File: src/rtl/gray_position_tracker_if.sv
// gray_position_tracker_if
//   Bundles the position-tracker signals between a Gray-code source and the
//   tracker.
//   master : drives gray_in and clr, observes the tracker outputs.
//   slave  : the tracker itself.
//   Signals:
//     gray_in    (WIDTH) Gray-coded position, asynchronous to clk
//     clr        (1)     synchronous clear of step_count and err_count
//     pos_bin    (WIDTH) registered decoded binary position
//     pos_valid  (1)     high once the first synchronised sample is loaded
//     step_up    (1)     one-cycle pulse, position +1
//     step_dn    (1)     one-cycle pulse, position -1
//     glitch     (1)     one-cycle pulse, illegal jump
//     step_count (CNT_W) signed accumulated steps, wraps
//     err_count  (ERR_W) saturating glitch count
//
// Handshake semantics: there is no valid/ready pair. gray_in is a level that
// is sampled on every rising clk edge. Outputs are qualified only by
// pos_valid. step_up, step_dn and glitch are single-cycle strobes that need no
// acknowledgement, and the consumer must never stall the tracker.
interface gray_position_tracker_if #(
    parameter int WIDTH = 4,
    parameter int CNT_W = 16,
    parameter int ERR_W = 8
);
    logic [WIDTH-1:0] gray_in;
    logic             clr;
    logic [WIDTH-1:0] pos_bin;
    logic             pos_valid;
    logic             step_up;
    logic             step_dn;
    logic             glitch;
    logic [CNT_W-1:0] step_count;
    logic [ERR_W-1:0] err_count;

    modport master (
        output gray_in, clr,
        input  pos_bin, pos_valid, step_up, step_dn, glitch, step_count, err_count
    );

    modport slave (
        input  gray_in, clr,
        output pos_bin, pos_valid, step_up, step_dn, glitch, step_count, err_count
    );
endinterface

File: src/rtl/gray_position_tracker.sv
// gray_position_tracker
//   Synchronises an asynchronous Gray-coded position word, decodes it to
//   binary and tracks the signed accumulated step count. Jumps of more than
//   one position are flagged as glitches and counted with saturation.
//   Ports:
//     clk       system clock, rising edge
//     rst_n     synchronous active-low reset
//     bus       gray_position_tracker_if.slave (gray_in/clr in, status out)
//     state_dbg current FSM state encoding (FILL=0, TRACK=1)
module gray_position_tracker #(
    parameter int WIDTH = 4,
    parameter int CNT_W = 16,
    parameter int ERR_W = 8
) (
    input  logic                     clk,
    input  logic                     rst_n,
    gray_position_tracker_if.slave   bus,
    output logic [1:0]               state_dbg
);

    typedef enum logic [1:0] {
        FILL  = 2'b00,
        TRACK = 2'b01
    } state_t;

    localparam logic [WIDTH-1:0] DIFF_UP = {{(WIDTH-1){1'b0}}, 1'b1};
    localparam logic [WIDTH-1:0] DIFF_DN = {WIDTH{1'b1}};

    state_t           state_q, state_d;
    logic [1:0]       fill_cnt_q, fill_cnt_d;
    logic [WIDTH-1:0] sync1_q, sync1_d;
    logic [WIDTH-1:0] sync2_q, sync2_d;
    logic [WIDTH-1:0] pos_bin_q, pos_bin_d;
    logic             pos_valid_q, pos_valid_d;
    logic             step_up_q, step_up_d;
    logic             step_dn_q, step_dn_d;
    logic             glitch_q, glitch_d;
    logic [CNT_W-1:0] step_count_q, step_count_d;
    logic [ERR_W-1:0] err_count_q, err_count_d;

    logic [WIDTH-1:0] decoded;
    logic [WIDTH-1:0] diff;

    // Gray to binary: each binary bit is the XOR of all Gray bits at or above it.
    always_comb begin
        decoded            = '0;
        decoded[WIDTH-1]   = sync2_q[WIDTH-1];
        for (int i = WIDTH - 2; i >= 0; i--) begin
            decoded[i] = decoded[i+1] ^ sync2_q[i];
        end
    end

    // Modular difference, so 2^WIDTH-1 -> 0 reads as +1 and 0 -> 2^WIDTH-1 as -1.
    assign diff = decoded - pos_bin_q;

    always_comb begin
        state_d      = state_q;
        fill_cnt_d   = fill_cnt_q;
        sync1_d      = bus.gray_in;
        sync2_d      = sync1_q;
        pos_bin_d    = pos_bin_q;
        pos_valid_d  = pos_valid_q;
        step_up_d    = 1'b0;
        step_dn_d    = 1'b0;
        glitch_d     = 1'b0;
        step_count_d = step_count_q;
        err_count_d  = err_count_q;

        case (state_q)
            FILL: begin
                // Two edges fill sync1/sync2 with real samples; the third loads.
                if (fill_cnt_q == 2'd2) begin
                    pos_bin_d   = decoded;
                    pos_valid_d = 1'b1;
                    state_d     = TRACK;
                end else begin
                    fill_cnt_d = fill_cnt_q + 2'd1;
                end
            end
            TRACK: begin
                // Always follow the input, so a glitch resynchronises tracking.
                pos_bin_d = decoded;
                if (diff == DIFF_UP) begin
                    step_up_d    = 1'b1;
                    step_count_d = step_count_q + CNT_W'(1);
                end else if (diff == DIFF_DN) begin
                    step_dn_d    = 1'b1;
                    step_count_d = step_count_q - CNT_W'(1);
                end else if (diff != '0) begin
                    glitch_d = 1'b1;
                    if (err_count_q != {ERR_W{1'b1}}) begin
                        err_count_d = err_count_q + ERR_W'(1);
                    end
                end
            end
            default: begin
                state_d     = FILL;
                fill_cnt_d  = 2'd0;
                pos_valid_d = 1'b0;
            end
        endcase

        // Clear overrides any count update on the same edge; pulses are unaffected.
        if (bus.clr) begin
            step_count_d = '0;
            err_count_d  = '0;
        end
    end

    always_ff @(posedge clk) begin
        if (!rst_n) begin
            state_q      <= FILL;
            fill_cnt_q   <= 2'd0;
            sync1_q      <= '0;
            sync2_q      <= '0;
            pos_bin_q    <= '0;
            pos_valid_q  <= 1'b0;
            step_up_q    <= 1'b0;
            step_dn_q    <= 1'b0;
            glitch_q     <= 1'b0;
            step_count_q <= '0;
            err_count_q  <= '0;
        end else begin
            state_q      <= state_d;
            fill_cnt_q   <= fill_cnt_d;
            sync1_q      <= sync1_d;
            sync2_q      <= sync2_d;
            pos_bin_q    <= pos_bin_d;
            pos_valid_q  <= pos_valid_d;
            step_up_q    <= step_up_d;
            step_dn_q    <= step_dn_d;
            glitch_q     <= glitch_d;
            step_count_q <= step_count_d;
            err_count_q  <= err_count_d;
        end
    end

    assign bus.pos_bin    = pos_bin_q;
    assign bus.pos_valid  = pos_valid_q;
    assign bus.step_up    = step_up_q;
    assign bus.step_dn    = step_dn_q;
    assign bus.glitch     = glitch_q;
    assign bus.step_count = step_count_q;
    assign bus.err_count  = err_count_q;
    assign state_dbg      = state_q;

endmodule

File: src/flat_wrapper.sv
// flat-port wrapper written by rule: the top's interface ports become plain ports
module gray_position_tracker_flat 
#(
    parameter int WIDTH = 4,
    parameter int CNT_W = 16,
    parameter int ERR_W = 8
)
  (clk, rst_n, state_dbg, bus_gray_in, bus_clr, bus_pos_bin, bus_pos_valid, bus_step_up, bus_step_dn, bus_glitch, bus_step_count, bus_err_count);
  gray_position_tracker_if #(.WIDTH(WIDTH), .CNT_W(CNT_W), .ERR_W(ERR_W)) bus_i ();
  input  logic clk;
  input  logic rst_n;
  output logic [1:0] state_dbg;
  input wire logic [$bits(bus_i.gray_in)-1:0] bus_gray_in;
  input wire logic [$bits(bus_i.clr)-1:0] bus_clr;
  output wire logic [$bits(bus_i.pos_bin)-1:0] bus_pos_bin;
  output wire logic [$bits(bus_i.pos_valid)-1:0] bus_pos_valid;
  output wire logic [$bits(bus_i.step_up)-1:0] bus_step_up;
  output wire logic [$bits(bus_i.step_dn)-1:0] bus_step_dn;
  output wire logic [$bits(bus_i.glitch)-1:0] bus_glitch;
  output wire logic [$bits(bus_i.step_count)-1:0] bus_step_count;
  output wire logic [$bits(bus_i.err_count)-1:0] bus_err_count;
  assign bus_i.gray_in = bus_gray_in;
  assign bus_i.clr = bus_clr;
  assign bus_pos_bin = bus_i.pos_bin;
  assign bus_pos_valid = bus_i.pos_valid;
  assign bus_step_up = bus_i.step_up;
  assign bus_step_dn = bus_i.step_dn;
  assign bus_glitch = bus_i.glitch;
  assign bus_step_count = bus_i.step_count;
  assign bus_err_count = bus_i.err_count;
  gray_position_tracker #(.WIDTH(WIDTH), .CNT_W(CNT_W), .ERR_W(ERR_W)) u_core (.clk(clk), .rst_n(rst_n), .bus(bus_i), .state_dbg(state_dbg));
endmodule
File: config.mk
export PLATFORM = sky130hd
export DESIGN_NAME = gray_position_tracker_flat
export DESIGN_NICKNAME = d
export VERILOG_FILES = /design/src/rtl/gray_position_tracker_if.sv /design/src/rtl/gray_position_tracker.sv /design/src/flat_wrapper.sv
export SDC_FILE = /design/constraint.sdc
export NUM_CORES = 1
export LEC_CHECK = 0
export ABC_AREA = 1
export CAP_MARGIN = 20
export CORE_UTILIZATION = 55
export CTS_CLUSTER_DIAMETER = 60
export DETAILED_ROUTE_END_ITERATION = 10
export GPL_ROUTABILITY_DRIVEN = 0
export PLACE_DENSITY = 0.82
export SETUP_SLACK_MARGIN = 0.05
export SLEW_MARGIN = 20
export SYNTH_ARGS = -nofsm -noshare
export SYNTH_HDL_FRONTEND = slang
export SYNTH_SLANG_ARGS = --single-unit
export TNS_END_PERCENT = 5
File: constraint.sdc
create_clock -name clk -period 7.4 [get_ports clk]
set_input_delay 1.48 -clock clk [delete_from_list [all_inputs] [get_ports clk]]
set_output_delay 1.48 -clock clk [all_outputs]
set_load 0.01 [all_outputs]
# After elaboration in Yosys (flattened, before gate mapping)
# Index checks and enable logic that the tools add are counted.
totals:
  reg_bits: 44
  latchBits: 0
  mem_bits_rw: 0
  mem_bits_ro: 0
  input_bits: 7
  out_inout_bits: 34
  word_cells: 56
  memories: 0
op_classes:
  addsub: 5
  mul: 0
  div: 0
  n_lt_le_gt_ge: 0
  n_eq_ne: 7
  shift: 0
  n_mux: 13
  bitwise: 7
  reduce_logical: 13
op_table:
  columns: ["op", "count"]
  rows:
  - ["16-bit two-way mux", 2]
  - ["16-bit by 1-bit adder with 16-bit output, second input constant", 1]
  - ["16-bit by 1-bit subtractor with 16-bit output, second input constant", 1]
  - ["2-bit AND reduction", 5]
  - ["8-bit by 1-bit adder with 8-bit output, second input constant", 1]
  - ["8-bit inequality test, second input constant", 1]
  - ["2-bit case mux with 2 select lines", 2]
  - ["4-bit case mux with 2 select lines", 1]
  - ["5-bit AND reduction", 1]
  - ["4-bit by 1-bit == test with 1-bit output, second input constant", 1]
  - ["4-bit == test, second input constant", 1]
  - ["1-bit two-way mux", 4]
  - ["2-bit two-way mux", 2]
  - ["4-bit two-way mux", 1]
  - ["1-bit NOT", 4]
  - ["2-bit nonzero test", 2]
  - ["4-bit nonzero test", 1]
  - ["4-bit OR reduction", 1]
  - ["4-bit subtractor", 1]
  - ["3-bit OR reduction", 1]
  - ["1-bit bitwise XOR", 3]
  - ["2-bit by 1-bit adder with 2-bit output, second input constant", 1]
  - ["2-bit by 1-bit == test with 1-bit output, second input constant", 1]
  - ["2-bit == test, second input constant", 1]
  - ["other kinds (5)", 5]

# Logic depth before layout (Yosys ltp)
depth:
  ltp_word: 7
  ltp_mapped: 25
  depth_no_buf: 25

# Worst setup path before layout
# OpenSTA, ideal clock, no wires.
synth_timing:
  path_kind: "register to register"
  start: "register u_core.sync2_q[3]"
  end: "register u_core.step_count_q[14], in the netlist u_core.bus.step_count[14]"
  setup_time_ps: 116
  t_arrival_ps: 3400
  required_ps: 7284
  slack_ps: 3884
  stages_incl_launch_ff: 21
  n_path_buf: 0
  synth_period_minus_slack_ps: 3516
  path_cell_list: "dfxtp_1 > xor2_1 > nand2_1 > nand2_1 > xor2_1 > inv_1 > ha_1 > fa_1 > inv_1 > nor2_2 > nand3_4 > ha_1 > nand2_1 > o21ai_0 > nand2_1 > nand2_1 > nand2_1 > nand2_1 > nand2_1 > a21oi_1 > nor2_1"
synth_between:
  elab_chain_cells: 7
  elab_cells_between_ends: 9
  classes_between: "add/sub (1); eq/ne (2); mux (1); bitwise (3); reduce/logical (2)"
synth_lines:
  columns: ["item", "line_no", "rtl"]
  rows:
  - ["from (decl)", "gray_position_tracker.sv:32", "logic [WIDTH-1:0] sync2_q, sync2_d;"]
  - ["from (signal assigned)", "gray_position_tracker.sv:127", "sync2_q <= sync2_d;"]
  - ["1-bit bitwise XOR *", "gray_position_tracker.sv:49", "decoded[i] = decoded[i+1] ^ sync2_q[i];"]
  - ["named net u_core.decoded[2]", "gray_position_tracker.sv:41", "logic [WIDTH-1:0] decoded;"]
  - ["1-bit bitwise XOR *", "gray_position_tracker.sv:49", null]
  - ["named net u_core.decoded[1]", "gray_position_tracker.sv:41", null]
  - ["1-bit bitwise XOR", "gray_position_tracker.sv:49", null]
  - ["4-bit subtractor *", "gray_position_tracker.sv:54", "assign diff = decoded - pos_bin_q;"]
  - ["4-bit == test / 4-bit by 1-bit == test with 1-bit output (equally long branches)", "gray_position_tracker.sv:86, gray_position_tracker.sv:83", null]
  - ["2-bit nonzero test (no source line)", null, null]
  - ["2-bit AND reduction (no source line)", null, null]
  - ["to (signal assigned)", "gray_position_tracker.sv:133", "step_count_q <= step_count_d;"]
  - ["to (decl)", "gray_position_tracker.sv:38", "logic [CNT_W-1:0] step_count_q, step_count_d;"]
# The timed path passes the listed nets; every way through them passes the cells marked *.
# A chain may end at the register's enable or synchronous reset.

# Final worst setup path
layout_timing:
  start: "register u_core.sync2_q[3]"
  end: "register u_core.step_count_q[10], in the netlist u_core.bus.step_count[10]"
# The elaborated chain is that of the path after synthesis.

==> impl_metrics.yaml <==
global_route:
  met3_usage_pct: 4.84
  grt_start_max_net_pins: 22
  grt_pass1_vias: 2251
  grt_use_met1_pct: 28.8
  grt_util_met2_pct: 40.2
  grt.busiest_layer: "met2"
  grt_usage_pct: 23.4
  grt_overflow: 0
  grt_pass1_wl_um: 9430
  antenna_found_initial: 0
timing:
  slew_violations: 0
  timing.final.crit_share_pct: 55.1
  fin_skew_ns: 0.00329
  rsz0062_at_grt: "false"
  finalHoldViolations: 0
  setup_viol: 0
  slew_headroom_pct: 64.5
  fmax_mhz: 245
  tns_ns: 0
  setup_slack_ns: 3.32
  worst_pin_slew_ns: 0.530
  post-route-min-period_ns: 4.08
synthesis:
  syn-cell-area_um2: 2600
  yosysTopAreaCellShare_pct: 32.3
  synth_area_leaders: "dfxtp_1 (32%), nand2_1 (12%), ha_1 (9.6%)"
  synthDistinctLibCells: 33
  ys_seq_elements: 42
  syn_nets: 399
  synth_seq_area_share_pct: 32.3
  yosys_warnings: 0
  synth.largest_area_cell: "dfxtp_1"
  avgSynthCellArea_um2: 7.03
  postSynthCellCount: 370
final_layout:
  final_cell_mix: "nand2_1 (82), nor2_1 (52), inv_1 (49)"
  stdcell_count: 464
  final-seq-area_um2: 841
  nFillCells: 396
  layout_commonest_cell: "nand2_1"
  multi_input_area_um2: 1530
  syn_to_final_growth_pct: 21.5
  nNetsFinal: 440
  drive_gt1_share_pct: 5.34
  antennaDiodeCount: 0
critical_path:
  critical_path_arrival_ns: 4.27
  crit_type: "flop to flop"
  critPathTopFamily: "simple AND/OR/NAND/NOR gates"
  crit_start: "u_core.sync2_q[3]"
  endpoint_kind: "flop"
  crit_chain: "xor2_1, nand2_1, nand2_1, xor2_1, inv_1, ha_1, fa_1, inv_1, nor2_2, nand3_4, ha_1, nand2_1, o21ai_0, nand2_1, nand2_1, nand2_1, nand2_1, nand2_1, a21oi_1, nor2_1"
  max_stage_delay_ns: 0.50
  path_common_cell: "nand2_1"
  critPathBufInv: 2
  cp.required_ns: 7.59
  startpoint_type: "flop"
  crit_path_top_delay_cell: "fa_1"
  r2r_start: "u_core.sync2_q[3]"
  cp_max_fo: 21
clock_tree:
  numCtsBuffers: 5
  cts_hold_buf: 0
  post_cts_buffers: 0
  cts_tree: "done"
  clk_pin_slew_ns: 0.08
  root_buffer: "clkbuf_8"
  htreeDepth: 2
  ctsResizeCount: 0
  clockBufferDepth: 2
  cts_sinks: 42
  clk_latency_ns: 0.29
power_and_ir_drop:
  power_density_nw_per_um2: 322
  ir_worst_vdd_uv: 137
  p_switching_uw: 438
  seq_power_share_pct: 26.4
  leakage_nw: 1.49
  p_int_uw: 580
  combPwrFrac_pct: 52.5
  clockPowerShare_pct: 21.1
  switching_share_pct: 43.0
floorplan:
  die_h_um: 70.8
  dieWidth_um: 70.8
  io_pins: 41
  start_util_pct: 58.5
  die_area_um2: 5010
  row_count: 24
  core_um2: 4440
min_path:
  min_path_type: "flop to flop"
  min_from: "u_core.sync1_q[2]"
route:
  viasPerCell: 5.22
  drtIter0Drc: 107
  drt-total-wl_um: 5430
  wire_per_inst_um: 11.7
  ant_nets: 0
  dr.pass1.iters: 8
  drc: 4
  vias: 2424
run_status:
  violations: "design-rule violations"
  status: "finished with violations"
placement:
  dpl.cell_count: 455
  portBuffers: 39
  place_ws_ns: 3.34
  hpwl_um: 3950
job:
  cap_violations: 0
state kept, by name (all words and copies together), names as in the netlist:
name,flops
u_core.bus.step_dn,1
u_core.bus.err_count,8
u_core.state_dbg,1
u_core.bus.pos_bin,4
u_core.bus.step_count,16
u_core.bus.glitch,1
u_core.sync1_q,4
u_core.fill_cnt_q,2
u_core.sync2_q,4
u_core.bus.step_up,1
per-stage QoR:
| step | power [mW] | utilization, % | area, um2 | hold slack (ns) |
|---|---|---|---|---|
| 5_1_grt | 1.11 | 71.1 | 3160 | 0.436 |
| 3_5_place_dp | 0.797 | 67.8 | 3020 | 0.399 |
| 2_1_floorplan | 0.684 | - | 2600 | 0.390 |
| 3_3_place_gp | 0.782 | 67.8 | 3020 | 0.394 |
| 4_1_cts | 1.02 | 70.9 | 3150 | 0.418 |
| 6_report | 1.02 | 71.1 | 3160 | 0.416 |
final timing paths:
| path | end | slack, ns | cells after the start |
|---|---|---|---|
| max reg2reg | u_core.bus.step_count[10] | 3.32 | 20 |
| min | u_core.sync2_q[2] | 0.42 | 2 |
| max | u_core.bus.step_count[10] | 3.32 | 20 |
| min reg2reg | u_core.sync2_q[2] | 0.42 | 2 |
final cells by class:
cell class	instances	share of cell area [%]
multi-input combinational	272	48.5
clock inverter	3	2.18
tap	52	2.06
clock buffer	5	2.18
inverter	50	5.94
timing repair buffer	40	12.6
sequential	42	26.6
routing by layer:
| metal | up-vias | share of wire (%) |
|---|---|---|
| met1 | 1102 | 47 |
| met2 | 47 | 48 |
| met4 | 0 | 2.5 |
| li1 | 1260 | - |
| met3 | 15 | 3.4 |
| met5 | - | 0 |
power groups by stage:
stage	registers [mW]	logic [mW]	clock network (mW)
after floorplan	0.277	0.406	0
after global placement	0.272	0.510	0
after detailed placement	0.273	0.524	0
after CTS	0.268	0.533	0.216
after global routing	0.271	0.612	0.228
final	0.268	0.534	0.215
cell families after synthesis:
logic type	after synthesis	share of synthesized area, %
adder cells (fa/ha/maj)	22	11.2
XOR/XNOR	17	5.72
buffers and inverters	56	8.80
AND/OR/NAND/NOR	169	28.8
AO/OA/AOI/OAI	63	13.1
other	1	0.144
flip-flops	42	32.3
synth_stat cells, drive strengths merged:
| cell | instances |
|---|---|
| nor2 | 53 |
| fa | 2 |
| buf | 4 |
| o21a | 1 |
| inv | 50 |
| nor3 | 1 |
| clkbuf | 2 |
| nand4 | 7 |
| xor2 | 11 |
| a21oi | 34 |
| ha | 20 |
| o211ai | 1 |
| o21bai | 1 |
| nand2 | 87 |
| o21ai | 25 |
| a21o | 1 |
| nand3b | 3 |
| conb | 1 |
| nand3 | 17 |
| dfxtp | 42 |
| and2 | 1 |
| xnor2 | 6 |
worst reg2reg max path, delay by kind of cell (launching register included):
kind                       cells  cell delay, ns
and+or+nand+nor               11            1.30
adders and majority gates      3            1.16
AOI/OAI and AO/OA              2            0.55
DFF                            1            0.43
xor gates and xnor gates       2            0.41
buffers and inverters          2            0.12
No activity file was read; power rests on OpenSTA's default activity.
